## src/rtl/cloud_index_writer.sv

```systemverilog
// cloud_index_writer: palette encoder and raster writer for the 160x120 cloud index layer.
// Each accepted RGB pixel is mapped to a 4-bit palette index. The index is written
// one cycle later at address row*WIDTH+col.
// Build option: define CLOUD_WR_NEAREST_EN to encode non-exact pixels to the nearest
// palette entry by L1 distance. When it is undefined, non-exact pixels encode to 0.
module cloud_index_writer #(
    parameter int WIDTH  = 160,
    parameter int HEIGHT = 120,
    parameter int ADDR_W = 15
) (
    input  logic              Clk,
    input  logic              Reset,
    input  logic              start,
    input  logic              pix_valid,
    input  logic [23:0]       pix_rgb,
    output logic              pix_ready,
    output logic              wr_en,
    output logic [ADDR_W-1:0] wr_addr,
    output logic [3:0]        wr_data,
    output logic              busy,
    output logic              done,
    output logic [ADDR_W-1:0] unmatched_cnt
);

    typedef enum logic [1:0] {IDLE, LOAD, FLUSH, DONE} state_t;

    localparam logic [ADDR_W-1:0] LAST_PIX = ADDR_W'(WIDTH * HEIGHT - 1);

    state_t            state_q, state_d;
    logic [ADDR_W-1:0] cnt_q, cnt_d;
    logic [ADDR_W-1:0] unm_q, unm_d;
    logic [ADDR_W-1:0] wr_addr_q, wr_addr_d;
    logic [3:0]        wr_data_q, wr_data_d;
    logic              wr_en_q, wr_en_d;
    logic              pix_ready_q, pix_ready_d;
    logic              busy_q, busy_d;
    logic              done_q, done_d;

    logic              accept;
    logic              enc_exact;
    logic [3:0]        enc_idx;

    function automatic logic [23:0] pal_rgb(input int idx);
        case (idx)
            1:       return 24'hDAECF2;
            2:       return 24'h97C5E7;
            3:       return 24'hB0D4EF;
            4:       return 24'hC6E0F4;
            default: return 24'h000000;
        endcase
    endfunction

`ifdef CLOUD_WR_NEAREST_EN
    function automatic logic [9:0] dist10(input logic [23:0] a, input logic [23:0] b);
        logic [7:0] dr, dg, db;
        dr = (a[23:16] > b[23:16]) ? a[23:16] - b[23:16] : b[23:16] - a[23:16];
        dg = (a[15:8]  > b[15:8])  ? a[15:8]  - b[15:8]  : b[15:8]  - a[15:8];
        db = (a[7:0]   > b[7:0])   ? a[7:0]   - b[7:0]   : b[7:0]   - a[7:0];
        return 10'(dr) + 10'(dg) + 10'(db);
    endfunction

    logic [9:0] best_dist;
    logic [9:0] cur_dist;
    logic [3:0] near_idx;
`endif

    // Palette encoder: exact match first, otherwise the fallback index for this build.
    always_comb begin
        enc_exact = 1'b0;
        enc_idx   = 4'd0;
        for (int i = 0; i < 5; i++) begin
            if (!enc_exact && pix_rgb == pal_rgb(i)) begin
                enc_exact = 1'b1;
                enc_idx   = 4'(i);
            end
        end
`ifdef CLOUD_WR_NEAREST_EN
        // Strict less-than while scanning upward makes ties resolve to the lowest index.
        best_dist = 10'h3FF;
        near_idx  = 4'd0;
        cur_dist  = 10'd0;
        for (int i = 0; i < 5; i++) begin
            cur_dist = dist10(pix_rgb, pal_rgb(i));
            if (cur_dist < best_dist) begin
                best_dist = cur_dist;
                near_idx  = 4'(i);
            end
        end
        if (!enc_exact) enc_idx = near_idx;
`endif
    end

    // Next-state and next-output logic. The outputs are derived from the next state,
    // so every port comes straight from a flop.
    always_comb begin
        state_d   = state_q;
        cnt_d     = cnt_q;
        unm_d     = unm_q;
        wr_en_d   = 1'b0;
        wr_addr_d = wr_addr_q;
        wr_data_d = wr_data_q;
        accept    = pix_valid && pix_ready_q;
        case (state_q)
            IDLE: begin
                if (start) begin
                    state_d = LOAD;
                    cnt_d   = '0;
                    unm_d   = '0;
                end
            end
            LOAD: begin
                if (accept) begin
                    wr_en_d   = 1'b1;
                    wr_addr_d = cnt_q;
                    wr_data_d = enc_idx;
                    cnt_d     = cnt_q + ADDR_W'(1);
                    if (!enc_exact) unm_d = unm_q + ADDR_W'(1);
                    if (cnt_q == LAST_PIX) state_d = FLUSH;
                end
            end
            FLUSH:   state_d = DONE;
            DONE:    state_d = IDLE;
            default: state_d = IDLE;
        endcase
        pix_ready_d = (state_d == LOAD);
        busy_d      = (state_d != IDLE);
        done_d      = (state_d == DONE);
    end

    // State and registered outputs. An asynchronous reset drops any pending write.
    always_ff @(posedge Clk or posedge Reset) begin
        if (Reset) begin
            state_q     <= IDLE;
            cnt_q       <= '0;
            unm_q       <= '0;
            wr_en_q     <= 1'b0;
            wr_addr_q   <= '0;
            wr_data_q   <= 4'd0;
            pix_ready_q <= 1'b0;
            busy_q      <= 1'b0;
            done_q      <= 1'b0;
        end else begin
            state_q     <= state_d;
            cnt_q       <= cnt_d;
            unm_q       <= unm_d;
            wr_en_q     <= wr_en_d;
            wr_addr_q   <= wr_addr_d;
            wr_data_q   <= wr_data_d;
            pix_ready_q <= pix_ready_d;
            busy_q      <= busy_d;
            done_q      <= done_d;
        end
    end

    assign pix_ready     = pix_ready_q;
    assign wr_en         = wr_en_q;
    assign wr_addr       = wr_addr_q;
    assign wr_data       = wr_data_q;
    assign busy          = busy_q;
    assign done          = done_q;
    assign unmatched_cnt = unm_q;

endmodule
```

## config.mk

```make
export PLATFORM = sky130hd
export DESIGN_NAME = cloud_index_writer
export DESIGN_NICKNAME = d
export VERILOG_FILES = /design/src/rtl/cloud_index_writer.sv
export SDC_FILE = /design/constraint.sdc
export NUM_CORES = 1
export LEC_CHECK = 0
export BUFFER_PORTS_ARGS = -buffer_cell sky130_fd_sc_hd__buf_2
export CORE_AREA = 2 2 71 73
export CTS_BUF_LIST = sky130_fd_sc_hd__clkbuf_4 sky130_fd_sc_hd__clkbuf_8
export DETAILED_ROUTE_END_ITERATION = 7
export DIE_AREA = 0 0 73 75
export PLACE_DENSITY_LB_ADDON = 0.25
export SETUP_SLACK_MARGIN = 0.15
export SYNTH_ARGS = -nofsm -noshare
export SYNTH_HDL_FRONTEND = slang
export SYNTH_SLANG_ARGS = --single-unit
```

## constraint.sdc

```tcl
create_clock -name Clk -period 3.7 [get_ports Clk]
set_input_delay 0.37 -clock Clk [delete_from_list [all_inputs] [get_ports Clk]]
set_output_delay 0.37 -clock Clk [all_outputs]
set_load 0.01 [all_outputs]
```

; After elaboration in Yosys (flattened, before gate mapping)
; Index checks and enable logic that the tools add are counted.
[totals]
in_bits = 28
reg_bits = 55
wordCells = 61
out_inout_bits = 38
[op_classes]
n_mux = 21
eq_ne = 13
add_sub_neg = 2
n_reduce_logical = 16
[op_table]
columns = cell, n
row1 = $eq A24 B24 Y1 const B, 4
row2 = $mux W15, 4
row3 = $pmux W15 S2, 2
row4 = $add A15 B1 Y15 const B, 2
row5 = $logic_not A24 Y1, 1
row6 = $eq A15 B15 Y1 const B, 1
row7 = $mux W4, 3
row8 = $mux W1, 8
row9 = $pmux W2 S4, 1
row10 = $eq A2 B2 Y1 const B, 3
row11 = $mux W2, 3
row12 = $ne A2 B2 Y1 const B, 3
row13 = $logic_and A1 B1 Y1, 5
row14 = $eq A2 B1 Y1 const B, 2
row15 = $logic_not A1 Y1, 4
row16 = $reduce_and A4 Y1, 1
row17 = $reduce_bool A2 Y1, 2
row18 = $reduce_and A3 Y1, 1
row19 = $logic_not A2 Y1, 1
row20 = $reduce_and A2 Y1, 1

; Depth between registers and ports, before layout
; Gate-level depths: netlist (run 1).
[depth]
depth_word = 17
depth_mapped = 8
mapped_depth_nobuf = 7

; Worst setup path after synthesis (run 1)
; Ideal clock, no wire load.
[synth_path]
path_kind = input port to flip-flop
from = in pix_rgb[9]
to = reg unm_q[14] (netlist: unmatched_cnt[14])
stages = 7
setup_time_ps = 124
path_slack_ps = 1531
arrival_ps = 2045
t_required_ps = 3576
cell_sequence = or4_1 > or2_1 > o31a_1 > and3_4 > buf_6 > and3_1 > a211o_1
[synth_via]
elab_chain_cells = 16
word_cells_on_any_way = 20
classes_between = eq/ne (5) / mux (5) / reduce/logical (10)
[synth_rtl]
columns = element, line_no
row1 = start: declaration, 15  ; input logic [23:0] pix_rgb,
row2 = $logic_not A24 Y1, 72  ; if (!enc_exact && pix_rgb == pal_rgb(i)) begin
row3 = $mux W1, 72
row4 = $logic_not A1 Y1, 72
row5 = $logic_and A1 B1 Y1, 72
row6 = $mux W1, 72
row7 = $logic_not A1 Y1, 72
row8 = $logic_and A1 B1 Y1, 72
row9 = $mux W1, 72
row10 = $logic_not A1 Y1, 72
row11 = $logic_and A1 B1 Y1, 72
row12 = $mux W1, 72
row13 = $logic_not A1 Y1, 72
row14 = $logic_and A1 B1 Y1, 72
row15 = $mux W1 (*), 72
row16 = $ne A2 B2 Y1 (no source line) (*), n/a
row17 = $reduce_and A4 Y1 (no source line) (*), n/a
row18 = end signal: assignment, 145  ; unm_q <= unm_d;
row19 = end: declaration, 31  ; logic [ADDR_W-1:0] unm_q, unm_d;
; Every way passes the cells marked *; elsewhere a longest branch is shown, timed or not.
; A chain may end at the register's enable or synchronous reset.

; Worst setup path after layout (run 1)
[layout_path]
from = in pix_rgb[9]
to = reg unm_q[0] (netlist: unmatched_cnt[0])
; Same word-level chain as after synthesis.

==> results of run 1 <==
per-stage QoR:
step	power (mW)	std cells
detailed placement	1.03	408
floorplan	0.915	297
CTS	1.45	416
global placement	1.02	408
global route	1.53	416
finish	1.44	416
sequential cells by signal, indices dropped and copies added (netlist names):
| register | count |
|---|---|
| busy | 1 |
| cnt_q | 15 |
| done | 1 |
| pix_ready | 1 |
| state_q | 2 |
| unmatched_cnt | 15 |
| wr_addr | 15 |
| wr_data | 3 |
| wr_en | 1 |
worst max-delay path by stage:
stage	from	to
2_1_floorplan	pix_rgb[9]	unmatched_cnt[14]$_DFFE_PP0P_
3_3_place_gp	pix_rgb[9]	unmatched_cnt[0]$_DFFE_PP0P_
3_5_place_dp	pix_rgb[9]	unmatched_cnt[0]$_DFFE_PP0P_
4_1_cts	state_q[1]$_DFF_PP0_	unmatched_cnt[10]$_DFFE_PP0P_
5_1_grt	state_q[1]$_DFF_PP0_	unmatched_cnt[8]$_DFFE_PP0P_
6_report	pix_rgb[9]	unmatched_cnt[0]$_DFFE_PP0P_
metal layers:
layer	wire length [microns]	global-route usage, %	vias to the layer above
met5	0	0	-
met1	2840	31.6	1141
met3	357	6.16	17
li1	-	-	1178
met2	2750	35.9	99
met4	131	10.9	0
power groups by stage:
stage	clock network [mW]	registers [mW]	logic, mW
after global routing	0.454	0.756	0.318
after floorplan	0	0.761	0.154
after global placement	0	0.748	0.272
after detailed placement	0	0.754	0.279
final	0.417	0.744	0.279
after CTS	0.426	0.743	0.281
cells by family after synthesis:
kind of cell | count (synthesis) | share of synthesized area (%)
other | 1 | 0.138
flip-flops | 54 | 49.9
multiplexers | 3 | 1.16
adder cells (fa/ha/maj) | 2 | 0.924
buffers and inverters | 11 | 2.03
AND/OR/NAND/NOR | 185 | 34.0
AO/OA/AOI/OAI | 30 | 8.27
XOR/XNOR | 11 | 3.56
cells in the mapped netlist, types with 2 or more instances:
cell type | instances | area [sq um]
nor4_1 | 6 | 37.5
and3_1 | 17 | 106
nand2b_1 | 4 | 25.0
or4_1 | 3 | 22.5
nor3_1 | 7 | 35.0
o211ai_1 | 2 | 15.0
xor2_1 | 9 | 78.8
dfrtp_1 | 54 | 1350
nor4b_1 | 2 | 17.5
buf_2 | 2 | 10.0
ha_1 | 2 | 25.0
and4_1 | 2 | 17.5
nand3b_1 | 3 | 22.5
nand2_1 | 74 | 278
or3_1 | 2 | 12.5
xnor2_1 | 2 | 17.5
or2_2 | 2 | 12.5
a21oi_1 | 2 | 10.0
inv_1 | 2 | 7.51
o21ai_0 | 5 | 25.0
a21o_1 | 2 | 15.0
a31oi_1 | 2 | 12.5
clkbuf_1 | 3 | 11.3
nand4_1 | 5 | 31.3
a211o_1 | 5 | 43.8
nand4b_1 | 4 | 35.0
nor3b_1 | 2 | 15.0
o31ai_1 | 3 | 22.5
a221o_1 | 4 | 40.0
nor2_1 | 25 | 93.8
mux2i_1 | 2 | 20.0
nand3_1 | 20 | 100
final cells by class:
class	instances	area, sq um
inverters	3	11.3
clock buffers	6	82.6
repair buffers	65	328
multi-input cells	232	1300
flip-flops and latches	54	1350
clock inverters	2	38.8
fillers	376	1480
well taps	54	67.6
==> metrics.md, run 1 <==
| Metric | Value |
|---|---|
| Max Clk Rate | about 0.41 GHz |
| Total number of vias | around 2400 |
| Layout cells sized above 1 | 21.8% |
| Levels on crit path | 7 |
| Worst setup margin | ~1.3 ns |
| Fin. max-slew vios | 0 |
| Hold Crit Class | input pin to async pin |
| IO buf count | 64 |
| Post-CTS resize count | 0 |
| Clk_lat worst skew | between 0.3 and 0.4 ns |
| WS Path Type | input pin to flip-flop |
| Unrepaired setup endpoints after global routing | false |
| Most used DFF post-synth | dfrtp_1 |
| Tmin final | about 2.4 ns |
| DRC Markers | 0 |
| Sum Neg Setup Slack | 0 ns |
| Routed wire length | 6.08 mm |
| Worst-path fanout max | 14 |
| Pwr dens | roughly 450 nW/um^2 |
| R2r setup slk | approximately 1.3 ns |
| Part of the power in registers | approximately 52% |
| Synthesized area | 2710 sq um |
| Area grow syn2layout | 17.5% |
| Num Clock Sinks | 54 |
| CP Cell Sequence | buf_2, or4_1, nor4_1, a22oi_1, and3_4, nor2_1, mux2_2 |
| RePlAce Congestion | 0.844 |
| DRT iter0 DRCs | approximately 270 |
| Row count | 25 |
| Actual slew at the worst max-slew pin | ~1.1 ns |
| Die H | ~75 microns |
| Status | completed |
| Leak | approximately 1.7 nW |
| Sequential share of the synthesized area | between 40% and 50% |
| FF+latch count, synth | 54 |
| Final nets | 391 |
| Setup repair bufs after CTS | 0 |
| Distinct cells, synth | 50 |
| CP startpoint kind | input pin |
| CTS buffer count | 5 |
| DRT Pass-1 Iters | 4 |
| Vias per inst | just under 6 |
| Sw frac | 30.7% |
| Critical Path Sink Type | flip-flop |
| Gr usage total | 23.5% |
| Slowest stage cell, crit path | nor2_1 |
| Num ports | 66 |
| CTS tree | done |
| Worst slack at placement | ~1 ns |
| Syn Area/Cell | roughly 9.1 sq um |
| Initial antenna violation count | 0 |
| Placed cell area | roughly 3100 sq um |
| Buf+Inv Stages, Crit Path | 1 |
| Final instance area | between 3000 and 4000 sq um |
| Cell family with most CP delay | simple AND/OR/NAND/NOR gates |
| WP data required | 3.95 ns |
| Internal power | 999 uW |
| Pin count of the biggest net entering global routing | 55 |
| Max cap viols | 0 |
| Synth warnings | 0 |
| H-tree depth | 2 |
| Most common cell after layout, fill and taps aside | nand2_1 |
| Global route total overflow | 0 |
| Post-CTS Hold Fix Bufs | 0 |
| Die Wd | ~73 microns |
| Asr flop ratio synth | 100% |
| Commonest non-fill, non-tap cells in the layout | 74 x nand2_1, 64 x buf_2, 54 x dfrtp_1 |
| Worst-path clk slew | about 0.10 ns |
| Die ar. | about 5500 sq um |
| Final Setup Violations | 0 |
| Worst r2r src | state_q[1]$_DFF_PP0_ |
| Routed len/inst | roughly 15 microns |
| Max incr delay on CP | between 0.6 and 0.7 ns |
| Core Box Area | approximately 4700 sq um |
| First-pass GRT wire length | approximately 10 mm |
| Vias in the first global route | 2214 |
| Core Util, Final | 68.2% |
| Clk pwr share | 29.0% |
| Comb power frac | ~19% |
| Tcrit/Tclk final | 66.2% |
| Worst vdd ir | ~0.22 mV |
| DRT antenna net count | 0 |
| Synth Net Count | roughly 330 |
| Final-report hold violation count | 0 |
| Clock Skew | 0.0102 ns |
| Post-synth EDFFs | 0 |
| WHS | between 0.3 and 0.4 ns |
| Reg2reg path depth | 7 |
| Max_slew headroom | 25.0% |
| DP Wirelength | ~4.2 mm |
| Reg-to-Reg End | unmatched_cnt[10]$_DFFE_PP0P_ |
| Psw | 442 uW |
| # diodes | 0 |
| Root buffer cell | clkbuf_8 |
| Initial core utilization | roughly three fifths |
| Cells after Synth | between 200 and 300 |
| Critical path arrival | 2.70 ns |
| Clk buf depth | 2 |
No activity file was read; power rests on OpenSTA's default activity.
==> run 2: changes to the inputs <==
--- a/config.mk
+++ b/config.mk
@@ -6,10 +6,10 @@
 export NUM_CORES = 1
 export LEC_CHECK = 0
 export BUFFER_PORTS_ARGS = -buffer_cell sky130_fd_sc_hd__buf_2
-export CORE_AREA = 2 2 71 73
+export CORE_AREA = 2 2 77 79
 export CTS_BUF_LIST = sky130_fd_sc_hd__clkbuf_4 sky130_fd_sc_hd__clkbuf_8
 export DETAILED_ROUTE_END_ITERATION = 7
-export DIE_AREA = 0 0 73 75
+export DIE_AREA = 0 0 79 81
 export PLACE_DENSITY_LB_ADDON = 0.25
 export SETUP_SLACK_MARGIN = 0.15
 export SYNTH_ARGS = -nofsm -noshare
==> constraint.sdc (replaced) <==
create_clock -name Clk -period 2 [get_ports Clk]
set_input_delay 0.2 -clock Clk [delete_from_list [all_inputs] [get_ports Clk]]
set_output_delay 0.2 -clock Clk [all_outputs]
set_load 0.01 [all_outputs]
==> run 2 against run 1 <==
Effect of this change:
- clock skew fell by 0.0027 ns
- via count is 4.5% higher
- die area increased by 17%
- first-iteration DRC count fell by 58%
- critical path type unchanged
- largest power group unchanged
- highest routed layer unchanged
==> metrics.md, run 2 (same netlist as run 1, synthesis figures left out) <==
| Metric | Value |
|---|---|
| Status | completed |
| Clock Skew | 0.00750 ns (-0.00272 ns) |
| Max_slew headroom | 63.2% (+38 points) |
| # diodes | 0 (unchanged) |
| Vias in the first global route | 2313 (+4.5%) |
| H-tree depth | 2 (unchanged) |
| Die Wd | 79 microns (+8.2%) |
| Vias per inst | 5.45 (-6.9%) |
| Slowest stage cell, crit path | or4_1 |
| Critical path arrival | 2.09 ns (-0.61 ns) |
| CTS tree | done |
| WP data required | 2.19 ns (-1.76 ns) |
| Commonest non-fill, non-tap cells in the layout | 73 x nand2_1, 63 x buf_2, 54 x dfrtp_1 |
| Tmin final | between 1.5 and 2 ns |
| CP Cell Sequence | buf_6, nand4b_1, or4_1, o32a_1, and3_4, and3_1, a211o_1 |
| Die ar. | 6400 sq um (+17%) |
| Routed len/inst | 14.0 microns (-4.0%) |
| Global route total overflow | 0 (unchanged) |
| CP startpoint kind | input pin |
| Total number of vias | 2544 (+4.5%) |
| Hold Crit Class | input pin to flip-flop |
| WHS | 0.260 ns (-0.0833 ns) |
| Max cap viols | 0 (unchanged) |
| Clk_lat worst skew | 0.30 ns (about the same) |
| Pin count of the biggest net entering global routing | 27 (-51%) |
| Initial antenna violation count | 0 (unchanged) |
| Cell family with most CP delay | simple AND/OR/NAND/NOR gates |
| Critical Path Sink Type | flip-flop |
| Worst-path clk slew | 0.10 ns (about the same) |
| Most common cell after layout, fill and taps aside | nand2_1 |
| DRT Pass-1 Iters | 5 (+1) |
| Max incr delay on CP | 0.53 ns (-0.09 ns) |
| Worst-path fanout max | 6 (-8) |
| DRT iter0 DRCs | 111 (-58%) |
| DP Wirelength | 4.63 mm (+9.9%) |
| WS Path Type | input pin to flip-flop |
| Actual slew at the worst max-slew pin | 0.551 ns (-0.572 ns) |
| Die H | 81 microns (+8.0%) |
| CTS buffer count | 5 (unchanged) |
| Routed wire length | 6.55 mm (+7.8%) |
| Unrepaired setup endpoints after global routing | true |
| First-pass GRT wire length | 10.6 mm (+6.2%) |
| Pwr dens | 746 nW/um^2 (+65%) |
| Met3 wire length | 355 microns (-0.56%) |
| Clk buf depth | 2 (unchanged) |
| Buf+Inv Stages, Crit Path | 1 (unchanged) |
| Tcrit/Tclk final | 95.2% |
| Row count | 28 (+12%) |
| Num ports | 66 (unchanged) |
| Met2 WL post-DR | 3.05 mm (+11%) |
| Leak | 1.85 nW (+8.8%) |
| Final-report hold violation count | 0 (unchanged) |
| DRT antenna net count | 0 (unchanged) |
| Root buffer cell | clkbuf_8 |
| Worst vdd ir | 0.397 mV (+82%) |
| Layout cells sized above 1 | 30.4% (+8.5 points) |
| DRC Markers | 0 (unchanged) |
| Core Util, Final | 61.4% (-6.8 points) |
| Sum Neg Setup Slack | 0 ns (unchanged) |
| Final nets | 421 (+7.7%) |
| Area grow syn2layout | 28.8% |
| Initial core utilization | 47.7% (-10 points) |
| Highest metal used | met4 |
| Final Setup Violations | 0 (unchanged) |
| Fin. max-slew vios | 0 (unchanged) |
| Gr usage total | 20.7% (-2.8 points) |
| Met1 Wirelength | 2.98 mm (+5.0%) |
| IO buf count | 64 (unchanged) |
| RePlAce Congestion | 0.921 (+9.1%) |
| Core Box Area | 5680 sq um (+22%) |
| Num Clock Sinks | 54 (unchanged) |
| Max Clk Rate | 0.525 GHz |
| Total power | 2.60 mW (+81%) |
-- run 2: changes by cell type in the layout (fill, tap and decap cells not counted), moves of 2 or more --
cell | before | now
nand3_1 | 20 | 17
and3_4 | 1 | 3
nor2_1 | 25 | 23
nand3_2 | 0 | 3
buf_6 | 0 | 3
buf_4 | 1 | 26
-- run 2: worst paths after layout --
kind / startpoint / end / slack, ns / cells after the start
worst max register to register: state_q[1]$_DFF_PP0_ / unmatched_cnt[6]$_DFFE_PP0P_ / 0.15 / 8
worst max-delay path: pix_rgb[9] / unmatched_cnt[9]$_DFFE_PP0P_ / 0.1 / 7
worst min register to register: wr_addr[12]$_DFFE_PP0P_ / wr_addr[12]$_DFFE_PP0P_ / 0.47 / 2
max in group asynchronous: Reset / unmatched_cnt[3]$_DFFE_PP0P_ / 0.87 / 4
worst min-delay path: pix_rgb[1] / wr_data[2]$_DFFE_PP0P_ / 0.26 / 5
min in group asynchronous: Reset / wr_addr[2]$_DFFE_PP0P_ / 0.48 / 3
-- run 2: what timing repair did --
| action | CTS | global route |
|---|---|---|
| resized for setup | 1 | 13 |
| hold endpoints to repair | 24 | 0 |
| pin swaps | 1 | 5 |
| gates cloned | 0 | 1 |
| hold buffers | 1 | 0 |
| setup endpoints to repair | 3 | 15 |
| setup buffers | 1 | 5 |
-- run 2: power by group --
group | internal, mW | leakage (nW) | total (mW) | switching (mW)
clock | 0.261 | 0.0486 | 0.609 | 0.348
combinational | 0.293 | 1.08 | 0.625 | 0.332
sequential | 1.22 | 0.719 | 1.37 | 0.145
total | 1.78 | 1.85 | 2.60 | 0.825
-- run 2: layout make-up --
cell class | count | area (sq um)
Tap cell | 75 | 93.8
Multi-Input combinational cell | 233 | 1370
Sequential cell | 54 | 1350
Inverter | 3 | 11.3
Clock inverter | 2 | 13.8
Fill cell | 512 | 2190
Timing Repair Buffer | 94 | 574
Clock buffer | 6 | 76.3
-- run 2: worst register-to-register path: stages, from the launching register on --
cell	delay, ns
dfrtp_1	0.38
and2b_2	0.23
nand3_2	0.09
inv_2	0.07
o31a_1	0.19
and3_4	0.25
nor2_2	0.06
buf_6	0.13
a221o_1	0.33
-- run 2: metrics by stage --
step / std cells / cell area, sq um / worst slack (ns)
2_1_floorplan: 297 / 2720 / 0.0118
3_3_place_gp: 451 / 3270 / -0.106
3_5_place_dp: 451 / 3270 / -0.166
4_1_cts: 461 / 3380 / 0.153
5_1_grt: 467 / 3490 / 0.0325
6_report: 467 / 3490 / 0.0951
-- run 2: layer usage --
metal | GRT usage [%] | up-vias
li1 | - | 1247
met1 | 28.1 | 1191
met2 | 33.4 | 88
met3 | 4.22 | 18
met4 | 7.24 | 0
met5 | 0 | -
